==> src/rtl/crc32_fcs_append_pkg.sv <==
// Shared definitions for the transmit FCS appender: FSM state encoding and
// the common reflected CRC polynomials.
package crc32_fcs_append_pkg;

    // Sequencer states: wait for a byte, shift its 8 bits into the CRC,
    // or emit the complemented CRC bytes.
    typedef enum logic [1:0] {
        ST_IDLE  = 2'd0,
        ST_SHIFT = 2'd1,
        ST_FCS   = 2'd2
    } state_t;

    // Reflected (LSB-first) polynomials.
    localparam logic [31:0] CRC32_POLY  = 32'hEDB88320;
    localparam logic [31:0] CRC32C_POLY = 32'h82F63B78;

endpackage

==> src/rtl/crc32_fcs_append_crc_serial.sv <==
// Bit-serial reflected CRC register. Each enabled cycle it absorbs one data
// bit; the register sits at all-ones while reset is high.
module crc_serial #(
    parameter int             W = 32,
    parameter logic [W-1:0]   P = W'(32'hEDB88320)
) (
    input  logic         clk,
    input  logic         reset,
    input  logic         enable,
    input  logic         d,
    output logic [W-1:0] q
);

    logic [W-1:0] r_q;
    logic         w_fb;

    // Feedback is the outgoing LSB mixed with the incoming data bit.
    assign w_fb = r_q[0] ^ d;

    // One LFSR step per enabled cycle; all-ones preset on reset.
    always_ff @(posedge clk or posedge reset) begin
        if (reset) begin
            r_q <= '1;
        end else if (enable) begin
            r_q <= (r_q >> 1) ^ (w_fb ? P : '0);
        end
    end

    assign q = r_q;

endmodule

==> src/rtl/crc32_fcs_append.sv <==
// Transmit-path FCS appender. Payload bytes pass straight through a
// single-entry output register while their bits are fed LSB-first into a
// serial CRC; after the last payload byte the complemented CRC follows as
// W/8 bytes, least-significant byte first.
module crc32_fcs_append
    import crc32_fcs_append_pkg::*;
#(
    parameter int           W = 32,
    parameter logic [W-1:0] P = W'(CRC32_POLY)
) (
    input  logic       clk,
    input  logic       reset,
    input  logic [7:0] in_data,
    input  logic       in_valid,
    input  logic       in_last,
    output logic       in_ready,
    output logic [7:0] out_data,
    output logic       out_valid,
    output logic       out_last,
    input  logic       out_ready
);

    localparam int             NB       = W / 8;
    localparam int             IW       = (NB > 1) ? $clog2(NB) : 1;
    localparam logic [IW-1:0]  LAST_IDX = IW'(NB - 1);

    state_t          r_state;
    logic [7:0]      r_shift;
    logic            r_last_in;
    logic [2:0]      r_bitcnt;
    logic [IW-1:0]   r_idx;
    logic            r_clear;
    logic [7:0]      r_out_data;
    logic            r_out_valid;
    logic            r_out_last;

    logic            w_free;
    logic            w_accept;
    logic            w_crc_rst;
    logic            w_crc_en;
    logic            w_crc_d;
    logic [W-1:0]    w_q;
    logic [NB-1:0][7:0] w_fcs;

    // Output register can take a new byte when empty or draining this cycle.
    assign w_free    = !r_out_valid || out_ready;
    assign in_ready  = (r_state == ST_IDLE) && w_free;
    assign w_accept  = in_valid && in_ready;

    // CRC is preset by the global reset or by the registered end-of-frame
    // clear; clear is a flop so it never glitches from input paths.
    assign w_crc_rst = reset | r_clear;
    assign w_crc_en  = (r_state == ST_SHIFT);
    assign w_crc_d   = r_shift[r_bitcnt];

    // Complemented CRC viewed as bytes, byte 0 = least significant.
    assign w_fcs     = ~w_q;

    crc_serial #(
        .W (W),
        .P (P)
    ) u_crc (
        .clk    (clk),
        .reset  (w_crc_rst),
        .enable (w_crc_en),
        .d      (w_crc_d),
        .q      (w_q)
    );

    // Sequencer, bit/byte counters and output holding register.
    always_ff @(posedge clk or posedge reset) begin
        if (reset) begin
            r_state     <= ST_IDLE;
            r_shift     <= '0;
            r_last_in   <= 1'b0;
            r_bitcnt    <= '0;
            r_idx       <= '0;
            r_clear     <= 1'b0;
            r_out_data  <= '0;
            r_out_valid <= 1'b0;
            r_out_last  <= 1'b0;
        end else begin
            r_clear <= 1'b0;

            // Downstream handshake runs independently of the sequencer; a
            // reload below in the same cycle overrides this drop.
            if (r_out_valid && out_ready) begin
                r_out_valid <= 1'b0;
            end

            case (r_state)
                ST_IDLE: begin
                    if (w_accept) begin
                        r_shift     <= in_data;
                        r_last_in   <= in_last;
                        r_out_data  <= in_data;
                        r_out_valid <= 1'b1;
                        r_out_last  <= 1'b0;
                        r_bitcnt    <= '0;
                        r_state     <= ST_SHIFT;
                    end
                end

                ST_SHIFT: begin
                    r_bitcnt <= r_bitcnt + 3'd1;
                    if (r_bitcnt == 3'd7) begin
                        if (r_last_in) begin
                            r_idx   <= '0;
                            r_state <= ST_FCS;
                        end else begin
                            r_state <= ST_IDLE;
                        end
                    end
                end

                ST_FCS: begin
                    if (w_free) begin
                        r_out_data  <= w_fcs[r_idx];
                        r_out_valid <= 1'b1;
                        r_out_last  <= (r_idx == LAST_IDX);
                        if (r_idx == LAST_IDX) begin
                            r_idx   <= '0;
                            r_clear <= 1'b1;
                            r_state <= ST_IDLE;
                        end else begin
                            r_idx <= r_idx + IW'(1);
                        end
                    end
                end

                default: begin
                    r_state <= ST_IDLE;
                end
            endcase
        end
    end

    assign out_data  = r_out_data;
    assign out_valid = r_out_valid;
    assign out_last  = r_out_last;

endmodule

==> config.mk <==
export PLATFORM = sky130hd
export DESIGN_NAME = crc32_fcs_append
export DESIGN_NICKNAME = d
export VERILOG_FILES = /design/src/rtl/crc32_fcs_append_pkg.sv /design/src/rtl/crc32_fcs_append_crc_serial.sv /design/src/rtl/crc32_fcs_append.sv
export SDC_FILE = /design/constraint.sdc
export NUM_CORES = 1
export LEC_CHECK = 0
export CAP_MARGIN = 5
export CORE_MARGIN = 1
export CORE_UTILIZATION = 35
export CTS_BUF_LIST = sky130_fd_sc_hd__clkbuf_4 sky130_fd_sc_hd__clkbuf_8 sky130_fd_sc_hd__clkbuf_16
export CTS_CLUSTER_SIZE = 25
export DETAILED_ROUTE_END_ITERATION = 10
export PLACE_DENSITY = 0.52
export SYNTH_ARGS = -nofsm -noshare
export SYNTH_HDL_FRONTEND = slang
export SYNTH_HIERARCHICAL = 1
export SYNTH_SLANG_ARGS = --single-unit
==> constraint.sdc <==
create_clock -name clk -period 3.05 [get_ports clk]
set_clock_uncertainty 0.2 [all_clocks]
set_input_delay 0.4575 -clock clk [delete_from_list [all_inputs] [get_ports clk]]
set_output_delay 0.4575 -clock clk [all_outputs]
set_load 0.005 [all_outputs]
Yosys cells after proc, flatten, opt, wreduce, memory -nomap -nowiden
Cells that the tools add are included.
W data, S select, Z words.
Operators by class
  $mul: 0
  eq/ne operators: 9
  shifts and indexed selects: 0
  add/subtract/negate cells: 2
  div/mod/pow operators: 0
  muxes and demuxes: 31
  bitwise operators: 4
  reduce and logical (&&, ||, !) cells: 14
  $lt $le $gt $ge: 2
Operator list (count)
  $mux W32: 1
  $not A32 Y32: 1
  $xor A31 B32 Y32: 1
  $mux W8: 3
  $mux W2: 9
  $bmux W8 S2: 1
  $pmux W8 S2: 1
  $ne A2 B2 Y1 const B: 5
  $mux W1: 9
  $reduce_and A4 Y1: 2
  $pmux W2 S3: 1
  $pmux W3 S2: 1
  $reduce_bool A2 Y1: 3
  $eq A2 B2 Y1 const B: 2
  $lt A3 B4 Y1 const B: 1
  $pmux W1 S2: 2
  $pmux W2 S2: 1
  $reduce_and A2 Y1: 2
  $add A3 B1 Y3 const B: 1
  $bmux W1 S3: 1
  $eq A3 B3 Y1 const B: 1
  $logic_and A1 B1 Y1: 3
  $lt A2 B3 Y1 const B: 1
  $mux W3: 1
  other kinds (8): 8
Word-level totals
  word-level logic and storage cells: 72
  bits in latches: 0
  register bits: 59
  memories: 0
  bits in writable memories: 0
  output and inout bits: 11
  ROM bits: 0
  input bits: 13

Longest topological paths before layout
  word-level depth: 6
  depth in mapped cells: 6

Modules after synthesis
The synthesis kept the hierarchy.
By module, submodules not included
  crc_serial: cells each 87, area an instance 1596.5 µm², instances 1, seq. area each 840.8 µm²
  crc32_fcs_append: cells each 106, area an instance 1428.9 µm², instances 1, seq. area each 675.6 µm²

Worst setup path before layout
No wires, ideal clock.
  path kind: reg2reg
  start point: register r_bitcnt[0]
  end point: register u_crc.r_q[24], in the netlist u_crc/q[24]
  setup time: 0.082 ns
  data arrival time: 2.036 ns
  path buffers: 2
  clock period less this slack: 2.318 ns
  setup slack: 0.732 ns
  stages on the path, launching flop included: 7
  path through: dfrtp_1 > mux4_2 > mux2_2 > buf_6 > buf_12 > xor3_1 > mux2_2
On the way
  longest elaborated chain between the ends: 5
RTL lines
  start: declaration: RTL line crc32_fcs_append.sv:30  | logic [2:0] r_bitcnt;
  start signal: assignment: RTL line crc32_fcs_append.sv:105  | r_bitcnt <= r_bitcnt + 3'd1;
  $bmux W1 S3: RTL line crc32_fcs_append.sv:54  | assign w_crc_d = r_shift[r_bitcnt];
  $mux W1 (not written as such): RTL line crc32_fcs_append.sv:54
  named net w_crc_d: RTL line crc32_fcs_append.sv:41  | logic w_crc_d;
  $xor A1 B1 Y1: RTL line crc32_fcs_append_crc_serial.sv:18  | assign w_fb = r_q[0] ^ d;
  $mux W32: RTL line crc32_fcs_append_crc_serial.sv:25  | r_q <= (r_q >> 1) ^ (w_fb ? P : '0);
  $xor A31 B32 Y32: RTL line crc32_fcs_append_crc_serial.sv:25
  end signal: assignment: RTL line crc32_fcs_append_crc_serial.sv:25
  end: declaration: RTL line crc32_fcs_append_crc_serial.sv:14  | logic [W-1:0] r_q;
The timed path passes the listed nets, and every way through them passes these cells. The select of a mux whose other input is x is not followed.
A chain may end at the register's enable or synchronous reset.

Worst setup path in the final report
  start point: register r_bitcnt[0]
  end point: register u_crc.r_q[26], in the netlist u_crc/q[26]
The elaborated chain is that of the path after synthesis.

==> impl_metrics.tcl <==
set metrics [dict create \
    ff2ff_path_depth 4 \
    async_flop_share_pct 100 \
    cpPeakStageDelay_ps 520 \
    dieWidth_um 95.0 \
    gp_congestion 0.691 \
    yosysTopAreaCellShare_pct 27.8 \
    core-area_um2 8300 \
    area_growth_pct 17.3 \
    p_leak_nw 1.47 \
    synth_seq_area_share_pct 50.1 \
    fillers 766 \
    cts.sinks 59 \
    synth_seq_cells 59 \
    clock.fmax_mhz 404 \
    postSynthNetCount 209 \
    path_buf_inv 0 \
    start_util_pct 36.5 \
    ant_nets 0 \
    synth_ff_type "dfstp_2" \
    placement.io_buffers 23 \
    cp-end-kind "register" \
    layout.nets 233 \
    power_density_nw_per_um2 1370 \
    cts_setup_buffers 0 \
    grt_pass1_wl_mm 9.31 \
    ys_types 36 \
    root_buffer "clkbuf_8" \
    ctsResizeCount 0 \
    cpMostUsedCell "mux2_2" \
    drt_wl_total_mm 5.56 \
    r2r-end "u_crc/q[26]$_DFFE_PP1P_" \
    tightest_slew_ps 605 \
    rrSetupSlack_ps 570 \
    dp_hpwl_mm 3.86 \
    syn_area_um2 3030 \
    min_path_type "register to register" \
    arrival_ps 2540 \
    yosys_warnings 6 \
    worstHoldPathCells 1 \
    slew_headroom_pct 59.7 \
    wire_per_inst_um 17.0 \
    drt_iter0_markers 79 \
    critPathKind "register to register" \
    io_pins 24 \
    grt.overflow.total 0 \
    start_kind "register" \
    drive_above_1_share_pct 45.5 \
    critPathTopFamily "multiplexers" \
    yosysTopAreaCell "dfstp_2" \
    synth_commonest_cells "dfstp_2, mux2_2, dfrtp_1" \
    finalCriticalPeriod_ps 2480 \
    crit_fanout 14 \
    synth_area_leaders "dfstp_2, dfrtp_1, mux2_2" \
    cts_hold_buf 0 \
    multi_input_comb_area_um2 1390 \
    stdcell_count 327 \
    antenna_found_initial 0 \
    grt_pass1_vias 1708 \
    row_count 33 \
    outcome "complete, no violations" \
    synth_edf_count 0 \
    crit_path_cell_trace "mux4_2, mux2_2, xor3_4, mux2_2" \
    vias 1645 \
    hold_viol 0 \
    die_y_um 95.0 \
    dp_cells 311 \
    grt_start_max_net_pins 33 \
    cts_tree "done" \
    peakVddDrop_uv 588 \
    worstPathRequired_ps 3110 \
    seqCellArea_um2 1520 \
    finalSetupTns_ps 0 \
    hold_path_startpoint "r_shift[0]$_DFFE_PP0P_" \
    finalMaxSlewViolations 0 \
    dr.pass1.iters 4 \
    cts_buffers 9 \
    crit_slowest_cell "mux4_2" \
    die_area_um2 9020 \
    worst_skew_pair.late_latency_ps 340 \
    grtUsageTotal_pct 14.2 \
    diodes 0 \
    hold_end "r_shift[0]$_DFFE_PP0P_" \
    avgSynthCellArea_um2 15.7 \
    drv_cap 0 \
    drt_drc_violations_left 0 \
    viasPerCell 5.03 \
    synthCells 193 \
    cts_buffer_depth 2 \
    finalSetupViolCount 0 \
    clkSlewWorstSetupHoldPaths_ps 60 \
    cts_max_level 3 \
    r2r_start "r_bitcnt[0]$_DFFE_PP0P_" \
    rsz0062_at_grt "no" \
    post-route-period-util_pct 81.2 \
]
==> cells by family after synthesis <==
| kind of cell | synth area share [%] |
|---|---|
| AND/OR/NAND/NOR | 5.75 |
| flip-flops | 50.1 |
| XOR/XNOR | 11.0 |
| AO/OA/AOI/OAI | 5.29 |
| adder cells (fa/ha/maj) | 1.24 |
| multiplexers | 22.7 |
| buffers and inverters | 3.89 |
==> sequential cells by signal, summed over array words and instances, names as in the netlist <==
signal and cells:
out_data 8, out_last 1, out_valid 1, r_bitcnt 3
r_clear 1, r_idx 2, r_last_in 1, r_shift 8
r_state 2, u_crc/q 32
==> power breakdown <==
group          switching, mW  leakage [nW]  internal, mW  total, mW
logic                  0.692         0.691          1.61       2.30
clock network          0.301         0.111         0.499      0.800
registers              0.377         0.671          1.37       1.75
==> placed cells by master, fill, tap and decap left out, types with 3 or more instances in the layout <==
master,n
dfstp_2,32
buf_4,3
nor3_1,9
a221o_1,8
mux4_2,10
nor2_1,4
mux2_1,9
xor3_1,9
mux2_2,32
clkdlybuf4s50_1,23
dfrtp_1,27
o21ai_1,4
ha_1,3
xor3_4,4
clkbuf_8,11
nand2_1,6
==> stage by stage <==
stage | worst slack (ps) | utilization [%] | power, mW | hold WS (ps) | area (um^2)
after floorplan | 732 | - | 3.71 | 252 | 3030
after global placement | 620 | 40.0 | 4.08 | 281 | 3320
after detailed placement | 567 | 40.0 | 4.10 | 279 | 3320
after CTS | 552 | 42.8 | 4.92 | 294 | 3550
after global routing | 472 | 42.8 | 5.18 | 305 | 3550
final | 573 | 42.8 | 4.85 | 287 | 3550
==> worst reg2reg max path: stages (launching register included) <==
cell	delay, ps
dfrtp_1	440
mux4_2	520
mux2_2	460
xor3_4	500
mux2_2	270
==> worst max path at each step <==
stage | start | endpoint | slack, ps | depth (start not counted)
2_1_floorplan | r_bitcnt[0]$_DFFE_PP0P_ | u_crc/q[24]$_DFFE_PP1P_ | 730 | 6
3_3_place_gp | r_bitcnt[0]$_DFFE_PP0P_ | u_crc/q[30]$_DFFE_PP1P_ | 620 | 4
3_5_place_dp | r_bitcnt[0]$_DFFE_PP0P_ | u_crc/q[29]$_DFFE_PP1P_ | 570 | 4
4_1_cts | r_bitcnt[0]$_DFFE_PP0P_ | u_crc/q[29]$_DFFE_PP1P_ | 550 | 4
5_1_grt | r_bitcnt[0]$_DFFE_PP0P_ | u_crc/q[27]$_DFFE_PP1P_ | 470 | 4
6_report | r_bitcnt[0]$_DFFE_PP0P_ | u_crc/q[26]$_DFFE_PP1P_ | 570 | 4
==> layer usage <==
layer	vias up	track usage (%)	wire length (um)
met5	-	0	0
met4	0	3.79	48
met3	4	5.39	253
met2	29	21.3	2470
met1	849	19.3	2790
li1	763	-	-
==> layout make-up <==
class,count,area share (%)
clock inverters,5,2.11
inverters,3,0.317
repair buffers,27,7.68
flip-flops and latches,59,42.7
clock buffers,11,4.27
well taps,105,3.70
multi-input cells,117,39.2
(Power assumes the default switching activity.)
